$ cat config.mk
export PLATFORM = sky130hd
export DESIGN_NAME = pipe_add
export DESIGN_NICKNAME = d
export VERILOG_FILES = /design/src/rtl/pipe_add.sv
export SDC_FILE = /design/constraint.sdc
export NUM_CORES = 1
export LEC_CHECK = 0
export ABC_AREA = 1
export ABC_CLOCK_PERIOD_IN_PS = 2700
export BUFFER_PORTS_ARGS = -buffer_cell sky130_fd_sc_hd__buf_4
export CAP_MARGIN = 20
export CELL_PAD_IN_SITES_DETAIL_PLACEMENT = 1
export CELL_PAD_IN_SITES_GLOBAL_PLACEMENT = 2
export CORE_MARGIN = 4
export CORE_UTILIZATION = 35
export CTS_CLUSTER_SIZE = 28
export DETAILED_ROUTE_END_ITERATION = 10
export PLACE_DENSITY = 0.87
export SYNTH_ARGS = -nofsm -noshare
export SYNTH_HDL_FRONTEND = slang
export SYNTH_SLANG_ARGS = --single-unit
$ cat constraint.sdc
create_clock -name clk -period 2.7 [get_ports clk]
set_input_delay 0.27 -clock clk [delete_from_list [all_inputs] [get_ports clk]]
set_output_delay 0.27 -clock clk [all_outputs]
set_load 0.01 [all_outputs]
$ cat src/rtl/pipe_add.sv
// pipe_add: pipelined carry-lookahead adder/subtractor with valid/ready backpressure
// Ports: clk, rst_n (async, active-low); in_valid/in_ready accept a, b, sub, cin;
// out_valid/out_ready present sum, cout (no-borrow on sub), ovf (signed), zero.
module pipe_add #(
  parameter int WIDTH  = 32,
  parameter int STAGES = 4
) (
  input  logic             clk,
  input  logic             rst_n,
  input  logic             in_valid,
  output logic             in_ready,
  input  logic [WIDTH-1:0] a,
  input  logic [WIDTH-1:0] b,
  input  logic             sub,
  input  logic             cin,
  output logic             out_valid,
  input  logic             out_ready,
  output logic [WIDTH-1:0] sum,
  output logic             cout,
  output logic             ovf,
  output logic             zero
);
  localparam int SW = WIDTH / STAGES;
  localparam int NG = SW / 4;
  localparam int L  = STAGES - 1;

  // Slice adder: group carries are flat sum-of-products over group G/P,
  // bit carries are flat sum-of-products inside each 4-bit group.
  function automatic logic [SW:0] cla(input logic [SW-1:0] x, input logic [SW-1:0] y, input logic ci);
    logic [SW-1:0] g, p, c;
    logic [NG-1:0] gg, gp;
    logic [NG:0] gc;
    logic t;
    g = x & y;
    p = x ^ y;
    for (int j = 0; j < NG; j++) begin
      gg[j] = 1'b0;
      gp[j] = 1'b1;
      for (int q = 0; q < 4; q++) begin
        gg[j] = g[4*j+q] | (p[4*j+q] & gg[j]);
        gp[j] = gp[j] & p[4*j+q];
      end
    end
    for (int j = 0; j <= NG; j++) begin
      gc[j] = ci;
      for (int i = 0; i < j; i++) gc[j] = gc[j] & gp[i];
      for (int i = 0; i < j; i++) begin
        t = gg[i];
        for (int m = i + 1; m < j; m++) t = t & gp[m];
        gc[j] = gc[j] | t;
      end
    end
    for (int j = 0; j < NG; j++)
      for (int q = 0; q < 4; q++) begin
        c[4*j+q] = gc[j];
        for (int i = 0; i < q; i++) c[4*j+q] = c[4*j+q] & p[4*j+i];
        for (int i = 0; i < q; i++) begin
          t = g[4*j+i];
          for (int m = i + 1; m < q; m++) t = t & p[4*j+m];
          c[4*j+q] = c[4*j+q] | t;
        end
      end
    return {gc[NG], p ^ c};
  endfunction

  logic             adv;
  logic [WIDTH-1:0] bp;
  logic [STAGES-1:0] v, c, xv, xc;
  logic [WIDTH-1:0] pa [STAGES];
  logic [WIDTH-1:0] pb [STAGES];
  logic [WIDTH-1:0] s  [STAGES];
  logic [WIDTH-1:0] xa [STAGES];
  logic [WIDTH-1:0] xb [STAGES];
  logic [WIDTH-1:0] xs [STAGES];
  logic [WIDTH-1:0] ns [STAGES];
  logic [SW:0]      r  [STAGES];

  assign adv       = !out_valid || out_ready;
  assign in_ready  = adv;
  assign bp        = sub ? ~b : b;
  assign out_valid = v[L];
  assign cout      = c[L];
  assign sum       = s[L];

  // Stage k consumes what stage k-1 holds; stage 0 consumes the prepared inputs.
  // Full operands ride along so the sign bits reach the last stage for ovf.
  always_comb begin
    xv[0] = in_valid;
    xc[0] = sub | cin;
    xa[0] = a;
    xb[0] = bp;
    xs[0] = '0;
    for (int k = 1; k < STAGES; k++) begin
      xv[k] = v[k-1];
      xc[k] = c[k-1];
      xa[k] = pa[k-1];
      xb[k] = pb[k-1];
      xs[k] = s[k-1];
    end
    for (int k = 0; k < STAGES; k++) begin
      r[k] = cla(xa[k][k*SW+:SW], xb[k][k*SW+:SW], xc[k]);
      ns[k] = xs[k];
      ns[k][k*SW+:SW] = r[k][SW-1:0];
    end
  end

  always_ff @(posedge clk or negedge rst_n)
    if (!rst_n) begin
      v    <= '0;
      c    <= '0;
      ovf  <= 1'b0;
      zero <= 1'b0;
      for (int k = 0; k < STAGES; k++) begin
        pa[k] <= '0;
        pb[k] <= '0;
        s[k]  <= '0;
      end
    end else if (adv) begin
      for (int k = 0; k < STAGES; k++) begin
        v[k]  <= xv[k];
        c[k]  <= r[k][SW];
        pa[k] <= xa[k];
        pb[k] <= xb[k];
        s[k]  <= ns[k];
      end
      ovf  <= (xa[L][WIDTH-1] == xb[L][WIDTH-1]) && (ns[L][WIDTH-1] != xa[L][WIDTH-1]);
      zero <= ~|ns[L];
    end
endmodule

# Yosys cells after proc, flatten, opt, wreduce, memory -nomap -nowiden
# Cells that the tools add are included.
# Widths: inputs -> output; s select.
# word_totals
wordCells	220
rom_bits	0
latchBits	0
ramBits	0
output_inout_bits	37
input_bits	70
reg_bits	282
memories	0
# op_classes
magnitude_cmp	0
n_addsub	0
div_mod_pow	0
n_mul	0
mux	1
shifts	0
reduce_logical	5
eq_ne	2
n_bitwise	198
# ops
op	n
$and 1x1->1	100
$or 1x1->1	85
$xor 8x8->8	8
$and 8x8->8	4
$mux 32	1
$not 32->32	1
$reduce_or 32->1	1
$logic_not 1->1	2
$eq 1x1->1	1
$logic_and 1x1->1	1
$logic_or 1x1->1	1
$ne 1x1->1	1

# Depth between registers and ports, before layout
# Gate-level depths: netlist of the first run.
# logic_depth
depth_word	17
mapped_depth	20
ltp_nobuf	18

# Worst setup path before layout of the first run
# Ideal clock, no wire load.
# synth_timing
path_type	input -> register
startpoint	input sub
endpoint	register s, in the netlist ns[71]
required_ns	2.579
setup_ns	0.121
path_slack_ns	0.480
path_stages	18
arrival_time_ns	2.099
cell_sequence	buf_6 -> buf_4 -> xnor2_1 -> inv_1 -> ha_1 -> nand3_1 -> nor2_1 -> nand2_1 -> nand3_2 -> ha_1 -> nand2_1 -> nand2_1 -> nor2_1 -> nor2_2 -> nor2_1 -> nand2_1 -> nand2_1 -> o21ai_1
# synth_via
elab_chain_cells	16
word_cells_on_any_way	25
# synth_lines
item	line_no	source
start, declared	14	input logic sub,
$mux 32	80	assign bp = sub ? ~b : b;
$and 8x8->8 / $xor 8x8->8 (equally long branches)	34, 35	
$and 1x1->1	40	gg[j] = g[4*j+q] | (p[4*j+q] & gg[j]);
$or 1x1->1	40	
$and 1x1->1	40	
$or 1x1->1	40	
$and 1x1->1	40	
$or 1x1->1	40	
$or 1x1->1	50	gc[j] = gc[j] | t;
$and 1x1->1 (3 in series)	56	for (int i = 0; i < q; i++) c[4*j+q] = c[4*j+q] & p[4*j+i];
$or 1x1->1 (3 in series)	60	c[4*j+q] = c[4*j+q] | t;
$xor 8x8->8 *	63	return {gc[NG], p ^ c};
end signal, assigned by index	124	s[k] <= ns[k];
end, declared	71	logic [WIDTH-1:0] s [STAGES];
# Mark *: on every way between the ends. The rest lies on a longest branch, timed or not.
# A chain may end at the register's enable or synchronous reset.

==> results of run 1 <==
## flip-flops by register name, indices dropped and copies added, names as in the netlist
name and flops:
pb 48, ovf 1, zero 1, v 4, c 4, ns 48, sum 32, pa 48
## cell usage in the layout (no fill, tap or decap), types with 5 or more instances in the layout
master and n:
nor3_1 6, buf_4 111, nor2_1 38, xor2_1 10, o21ai_1 27, nand4_1 5
buf_12 5, dfrtp_1 186, a21oi_1 8, o21ai_0 99, clkinv_4 5, inv_1 75
xnor2_1 32, nand3_1 19, nand2_1 373, clkbuf_16 17, fa_1 8, ha_1 39
## timing repair
| item | 4_1_cts | 5_1_grt |
|---|---|---|
| setup endpoints to repair | 0 | 1 |
| resized for setup | 0 | 1 |
| hold buffers | 1 | 0 |
| endpoints found under the hold margin | 58 | 0 |
## logic make-up after synthesis
logic type / share of synthesized area
buf+inv: 0.0644
xor+xnor: 0.0420
fa+ha+maj: 0.0753
compound gates: 0.0840
simple gates: 0.203
flops: 0.531
## synthesized netlist by cell type (all sizes together) (2+ instances only)
cell / instances / area (um2)
nand2: 377 / 1430
dfrtp: 186 / 4650
o21ai: 127 / 639
inv: 77 / 292
ha: 40 / 500
nor2: 39 / 149
buf: 35 / 235
xnor2: 32 / 280
nand3: 20 / 105
clkbuf: 10 / 37.5
xor2: 10 / 87.6
a21oi: 8 / 40.0
fa: 8 / 160
nor3: 6 / 30.0
nand4: 5 / 31.3
a31oi: 3 / 18.8
nand3b: 3 / 30.0
o21a: 2 / 15.0
## layer usage
metal	vias up	wire (um)
met2	87	9100
met5	-	0
li1	3299	-
met1	3079	10100
met3	14	630
met4	0	221
## area by class of cell
type | instances | area [um2] | share of cell area
inverters | 77 | 294 | 0.0281
repair buffers | 118 | 957 | 0.0915
well taps | 324 | 405 | 0.0388
clock buffers | 19 | 443 | 0.0423
flip-flops and latches | 186 | 4650 | 0.445
clock inverters | 12 | 144 | 0.0138
multi-input cells | 684 | 3560 | 0.341
## power by group through the flow
stage	Clock (uW)	Combinational, uW	Sequential (uW)
after global placement	0	4540	4780
after floorplan	0	3190	4730
after detailed placement	0	4670	4840
after CTS	2580	4720	4800
after global routing	2690	5430	4960
final	2500	4610	4780
## final timing paths
kind | from | end | slack (ns) | depth (start not counted)
max | pa[57]$_DFFE_PN0P_ | zero$_DFFE_PN0P_ | 0.32 | 16
min | a[15] | pa[111]$_DFFE_PN0P_ | 0.04 | 3
max reg2reg | pa[57]$_DFFE_PN0P_ | zero$_DFFE_PN0P_ | 0.32 | 16
min reg2reg | pb[89]$_DFFE_PN0P_ | pb[89]$_DFFE_PN0P_ | 0.47 | 2
max in group asynchronous | rst_n | sum[4]$_DFFE_PN0P_ | 1.42 | 3
min in group asynchronous | rst_n | pb[119]$_DFFE_PN0P_ | 0.37 | 2
## per-stage QoR
stage	instance area [um2]	hold slack (ns)	power, uW	util
finish	10500	0.0418	11900	0.428
detailed placement	9850	0.296	9510	0.403
global placement	9850	0.291	9310	0.403
floorplan	8770	-0.0256	7920	-
CTS	10400	0.0250	12100	0.427
global route	10500	0.0334	13100	0.428
## tightest hold or removal path, delay by kind of cell
family / cells / cell delay [ns]
AND/OR/NAND/NOR: 2 / 0.09
buffers and inverters: 1 / 0.08
==> metrics, run 1 <==
CP bufs+invs=1; Post-DRT Antenna Nets=0; GR Util All Layers=0.151; Worst Path Max Fanout=4; layout cells sized above 1=0.147; area delta synth->final=19.3%; status=finished, final reports clean; P_leak=between 0.005 and 0.006 uW; Slew HR=0.641; Clk network pwr share=0.210; Psw=about 4600 uW; post-placement cell count=approximately 1400; Via-to-Cell Ratio=4.56; first-pass GRT wire length=34800 um; chip height=roughly 170 um; grt total ovfl=0; GR Util met3=0.0264; Worst setup EP type=flip-flop; Slew @ Worst Pin=between 0.5 and 0.6 ns; wire length per cell=~14 um; Final Critical Period=between 2 and 2.5 ns; slowest stage cell, crit path=fa_1; drt first pass iters=4; dpl hpwl=roughly 14000 um; IO Port Bufs=roughly 110; initial DRC count=roughly 350; sw frac=0.385; cts bufs inserted=17; ANT cells=0; CP Cell Sequence=ha_4 -> nand2_1 -> nand2_1 -> nand2_1 -> nand2_1 -> nand2_1 -> nand2_1 -> a31o_2 -> fa_1 -> inv_1 -> nand2_1 -> nor2_1 -> nand2_1 -> nor2_1 -> nand4_1 -> nand2_1; Largest stage delay, worst path=0.43 ns; critical path class=reg2reg; Max Buffers Root-to-Sink=2; Primary FF master, synth=dfrtp_1; share of power burned in registers=0.402; max-slew violations=0; internal power=about 7300 uW; register area share after synthesis=0.531; Layout Nets=between 1000 and 1500; num ports=between 100 and 150; Reg clk slew, reported paths=about 0.07 ns; final period utilization=0.880; Max Freq=between 400 and 500 MHz; count of warnings emitted by yosys=0; final setup violation count=0; busiest grt layer=met2; TritonCTS clock tree=done; FF+latch count, synth=between 150 and 200; TNS Setup=0 ns; root buffer cell=clkbuf_16; met2 GRT Util=0.238; pin count of the biggest net entering global routing=84; met1 Use GR=0.216; worst hold-check path type=in2reg; Post-synth EDFFs=0; Final WS setup=0.323 ns; RSZ-0062 raised after global routing=false; fill count=around 2900; Post-Layout Cell Count=approximately 1400; clock skew=approximately 0.0099 ns; Async SR Flop Fraction=1.00; H-tree level count=4; Die W=approximately 170 um; starting density of the core=0.358; final hold vios=0; Die Area=roughly 28000 um2; worst path required time=approximately 3.1 ns; crit-path most repeated cell=nand2_1; Critical Path Start Type=flip-flop; Mapped Cells=slightly below 1000; Netlist Area Pre-Place=about 8800 um2; Avg Synthesized Cell Area=8.84 um2; Cell Pwr Density=approximately 1100 nW/um2; Mapped Nets=between 1000 and 1500; Peak supply drop=about 350 uV; Comb power frac=0.388; gpl congestion=around 0.76; initial antenna violation count=0; Top Family by Delay on Critical Path=simple AND/OR/NAND/NOR gates; via count=approximately 6500; number of global-route vias before repair=~6800; Worst EP arrival=about 2.7 ns; row count=57; DRC errors left=0; # Post-CTS Setup Buffers=0; Clock Latency Late Sink=about 0.43 ns; Netlist cell types=33; Max Cap Viol=0; routed wire length=approximately 20000 um; dpl ws=0.292 ns; Core ar.=around 24000 um2; clk sinks=approximately 190
Note: power is estimated with default switching activity, not from simulation.
==> inputs of run 2 (changes only) <==
Settings changed: GPL_TIMING_DRIVEN set to 0.
==> run 2 against run 1 <==
  * Non-clock buffer count grew 34
  * Combinational power grew 6.7%
  * Critical path depth is the same
  * Final area grew 1.3%
  * Critical path type unchanged
  * Clock power is essentially flat
  * Critical endpoint unchanged
  * Total power grew 3.7%
  * Largest power group is now combinational cells
  * Routed wire length grew 19%
  * First-iteration DRC count grew 2.8%
  * Count of clock-buffer cells in the layout shrank 1
  * Global-route usage grew 2.8 points
  * Largest cell class unchanged
  * Sequential share of layout area shrank 0.58 points
==> metrics, run 2 (same netlist as run 1, synthesis figures left out) <==
Top Family by Delay on Critical Path=simple AND/OR/NAND/NOR gates; layout cells sized above 1=0.164; row count=57; critical path class=reg2reg; Via-to-Cell Ratio=between 4 and 5; Final Critical Period=roughly 2.5 ns; Largest stage delay, worst path=~0.42 ns; wire length per cell=about 16 um; Cell Pwr Density=1160 nW/um2; CP Cell Sequence=ha_1 -> nand2_1 -> nand2_1 -> nand2_1 -> nand2_1 -> nand2_1 -> nand2_1 -> a31o_2 -> fa_1 -> inv_1 -> nand2_1 -> nor2_1 -> nand2_1 -> nor2_1 -> nand4_1 -> nand2_1; ANT cells=0; num ports=107; status=finished, final reports clean; Max Buffers Root-to-Sink=2; starting density of the core=0.358; Reg clk slew, reported paths=roughly 0.08 ns; TritonCTS clock tree=done; area delta synth->final=20.9%; final period utilization=0.916; final setup violation count=0; Post-DRT Antenna Nets=0; Reg area=roughly 4700 um2; Die W=~170 um; Power Total=12300 uW; Core ar.=approximately 24000 um2; via count=6798; first-pass GRT wire length=39500 um; initial antenna violation count=0; RSZ-0062 raised after global routing=false; dpl hpwl=about 18000 um; H-tree level count=4; P_leak=0.00536 uW; gpl congestion=roughly 0.81; initial DRC count=362; pin count of the biggest net entering global routing=~110; most frequent cells in the layout=373 x nand2_1, 186 x dfrtp_1, 123 x buf_4, 99 x o21ai_0, 75 x inv_1; Critical Path Start Type=flip-flop; GR Util All Layers=0.179; TNS Setup=0 ns; # Post-CTS Setup Buffers=0; Worst Path Max Fanout=4; clk sinks=~190; chip height=around 170 um; IO Port Bufs=between 100 and 150; slowest stage cell, crit path=fa_1; Die Area=roughly 28000 um2; worst path required time=3.08 ns; Max Freq=about 400 MHz; leading cell type in the layout, fill and taps excluded=nand2_1; Worst setup EP type=flip-flop; Layout Nets=between 1000 and 1500; multi-input logic area=about 3500 um2; Slew HR=0.549; Worst EP arrival=between 2 and 3 ns; number of global-route vias before repair=~7400; Max Cap Viol=0; DRC errors left=0; routed wire length=about 24000 um; worst hold-check path type=in2reg; crit-path most repeated cell=nand2_1; fill count=just under 3000; drt first pass iters=4; grt total ovfl=0; Slew @ Worst Pin=just under 0.7 ns; Post-Layout Cell Count=about 1500; Final WS setup=0.227 ns; dpl ws=between 0.2 and 0.25 ns; Clock Latency Late Sink=0.44 ns; WHS=0.0273 ns; Peak supply drop=between 400 and 500 uV; post-placement cell count=~1400; final hold vios=0; CP bufs+invs=1; cts bufs inserted=17; clock skew=about 0.0085 ns; root buffer cell=clkbuf_16; max-slew violations=0
## run 2: cell types whose count changed in the layout (fill, tap and decap cells not counted), moves of 2 or more
cell / previous run / this run
buf_2: 0 / 14
buf_4: 111 / 123
clkbuf_1: 1 / 10
buf_12: 5 / 0
clkinv_4: 5 / 0
inv_6: 3 / 6
inv_8: 0 / 3
buf_6: 0 / 2
## run 2: where the power goes
group | switching, uW | internal [uW]
combinational | 2950 | 1960
sequential | 851 | 4020
clock | 1190 | 1340
total | 5000 | 7330
## run 2: layout make-up
| type | instances | area share |
|---|---|---|
| buffer | 45 | 0.0257 |
| clock buffer | 18 | 0.0414 |
| clock inverter | 14 | 0.0144 |
| inverter | 77 | 0.0275 |
| multi-input combinational | 684 | 0.335 |
| sequential | 186 | 0.439 |
| tap | 324 | 0.0382 |
| timing repair buffer | 107 | 0.0786 |
## run 2: path summary, 6_finish.rpt
kind	startpoint	end	slack (ns)	cells after the start
hold reg to reg	pb[92]$_DFFE_PN0P_	pb[92]$_DFFE_PN0P_	0.47	2
hold / removal	a[10]	pa[106]$_DFFE_PN0P_	0.03	3
min in group asynchronous	rst_n	pb[118]$_DFFE_PN0P_	0.42	2
setup / recovery	pa[57]$_DFFE_PN0P_	zero$_DFFE_PN0P_	0.23	16
max in group asynchronous	rst_n	v[1]$_DFFE_PN0P_	1.31	3
setup reg to reg	pa[57]$_DFFE_PN0P_	zero$_DFFE_PN0P_	0.23	16
## run 2: timing repair
action                    in CTS  in global routing
hold buffers                   1                  0
gates resized for setup        0                  0
hold endpoints to repair      81                  0
## run 2: metal layers
metal  vias to the layer above  GRT usage  wire length, um
met5                         -          0                0
met4                         0     0.0498              412
met3                        22     0.0312              743
met2                       108      0.297            11300
met1                      3303      0.242            11500
li1                       3365          -                -
## run 2: through the flow
stage               instance area (um2)  utilization
floorplan                          8770            -
global placement                   9960        0.407
detailed placement                10000        0.409
CTS                               10600        0.433
global route                      10600        0.433
finish                            10600        0.433
## run 2: worst register-to-register path: stages (launching register included)
cell and delay, ns:
dfrtp_1 0.41, ha_1 0.37, nand2_1 0.13, nand2_1 0.06
nand2_1 0.06, nand2_1 0.05, nand2_1 0.05, nand2_1 0.06
a31o_2 0.23, fa_1 0.42, inv_1 0.08, nand2_1 0.06
nor2_1 0.11, nand2_1 0.07, nor2_1 0.10, nand4_1 0.08
nand2_1 0.06
==> inputs of run 3 (changes only) <==
Settings changed: CORE_ASPECT_RATIO set to 0.9.
==> run 3 against run 2 <==
  * Flip-flop and latch count did not move
  * Total power increased by 0.46%
  * Critical path type unchanged
  * Register-to-register slack improved by 0.02 ns
  * Count of clock-buffer cells in the layout unchanged
  * Die area is essentially flat
==> metrics, run 3 (same netlist as run 1, synthesis figures left out) <==
Worst setup EP type=flip-flop; via count=about 6800; chip height=~160 um; # hold bufs at CTS=1; pin count of the biggest net entering global routing=120; starting density of the core=0.359; Final Critical Period=roughly 2.5 ns; root buffer cell=clkbuf_16; leading cell type in the layout, fill and taps excluded=nand2_1; Die Area=27700 um2; Slew HR=0.510; Max Buffers Root-to-Sink=2; row count=54; wire length per cell=approximately 16 um; Die W=175 um; Critical Path Start Type=flip-flop; # Post-CTS Setup Buffers=0; area delta synth->final=21.2%; Peak supply drop=535 uV; cts bufs inserted=17; Post-DRT Antenna Nets=0; drt first pass iters=4; Worst EP arrival=between 2 and 3 ns; Clock Latency Late Sink=0.43 ns; number of global-route vias before repair=7178; initial DRC count=387; Layout Nets=between 1000 and 1500; Core ar.=roughly 24000 um2; H-tree level count=4; worst path required time=3.08 ns; clock skew=0.0111 ns; first-pass GRT wire length=39200 um; Cell Pwr Density=1170 nW/um2; critical path class=reg2reg; clk sinks=186; DRC errors left=0; RSZ-0062 raised after global routing=false; Max Cap Viol=0; Max Freq=408 MHz; post-layout util=0.434; worst hold-check path type=in2reg; status=finished, final reports clean; P_leak=0.00537 uW; grt total ovfl=0; fill count=slightly below 3000; most frequent cells in the layout=373 x nand2_1, 186 x dfrtp_1, 123 x buf_4, 99 x o21ai_0, 75 x inv_1; max-slew violations=0; final setup violation count=0; TNS Setup=0 ns; dpl hpwl=around 18000 um; final hold vios=0; initial antenna violation count=0; TritonCTS clock tree=done; GR Util All Layers=0.182; routed wire length=between 20000 and 25000 um; layout cells sized above 1=0.164; Reg area=4650 um2; gpl congestion=roughly 0.83; multi-input logic area=about 3500 um2; Slew @ Worst Pin=approximately 0.74 ns; Worst Path Max Fanout=4; final period utilization=0.908; num ports=approximately 110; ANT cells=0; IO Port Bufs=around 110; Via-to-Cell Ratio=between 4 and 5; CTS resizes=0; Reg clk slew, reported paths=around 0.07 ns
==> run 3: cell types whose count changed in the layout (fill, tap and decap cells not counted) <==
cell,previous run,this run
clkinv_4,0,4
inv_8,3,0
inv_6,6,4
bufinv_16,1,2
clkinv_2,1,2
clkinvlp_4,2,1
==> run 3: final timing paths <==
| kind | cells past startpoint | from | slack, ns | endpoint |
|---|---|---|---|---|
| max | 15 | pa[57]$_DFFE_PN0P_ | 0.25 | zero$_DFFE_PN0P_ |
| min | 3 | a[10] | 0.03 | pa[106]$_DFFE_PN0P_ |
| max reg2reg | 15 | pa[57]$_DFFE_PN0P_ | 0.25 | zero$_DFFE_PN0P_ |
| min reg2reg | 2 | pb[94]$_DFFE_PN0P_ | 0.47 | pb[94]$_DFFE_PN0P_ |
| max in group asynchronous | 3 | rst_n | 1.33 | sum[26]$_DFFE_PN0P_ |
| min in group asynchronous | 2 | rst_n | 0.38 | sum[13]$_DFFE_PN0P_ |
==> run 3: metrics by stage <==
stage | power [uW] | setup WS, ns | hold WS [ns] | instances | cell area (um2)
CTS | 12500 | 0.250 | 0.0200 | 1467 | 10600
global route | 13500 | 0.0670 | 0.0281 | 1467 | 10600
finish | 12400 | 0.249 | 0.0303 | 1467 | 10600
detailed placement | 9900 | 0.174 | 0.268 | 1434 | 10000
global placement | 9680 | 0.0818 | 0.455 | 1433 | 9980
floorplan | 7920 | 0.480 | -0.0256 | 992 | 8770
==> run 3: cell type report <==
type | instances | share of cell area
clock inverter | 14 | 0.0154
tap | 336 | 0.0396
buffer | 45 | 0.0257
sequential | 186 | 0.438
clock buffer | 18 | 0.0413
timing repair buffer | 107 | 0.0784
inverter | 77 | 0.0274
multi-input combinational | 684 | 0.334
==> run 3: where the power goes <==
| part | switching [uW] | total [uW] | internal, uW |
|---|---|---|---|
| registers | 867 | 4890 | 4020 |
| logic | 2950 | 4920 | 1970 |
| clock network | 1160 | 2570 | 1410 |
==> run 3: critical path, cell delays in order (launching register included) <==
cell and delay (ns):
dfrtp_1 0.40, ha_1 0.36, nand2_1 0.14, nand2_1 0.07, nand2_1 0.07, nand2_1 0.05
nand2_1 0.05, nand2_1 0.07, a31o_2 0.24, fa_1 0.38, xor2_1 0.18, nor2_1 0.09
nand2_1 0.06, nor2_1 0.10, nand4_1 0.08, nand2_1 0.06
==> run 3: layer usage <==
| layer | global-route usage | share of wire |
|---|---|---|
| met1 | 0.262 | 0.50 |
| met2 | 0.291 | 0.46 |
| met3 | 0.0315 | 0.038 |
| met4 | 0.0389 | 0.010 |
| met5 | 0 | 0 |
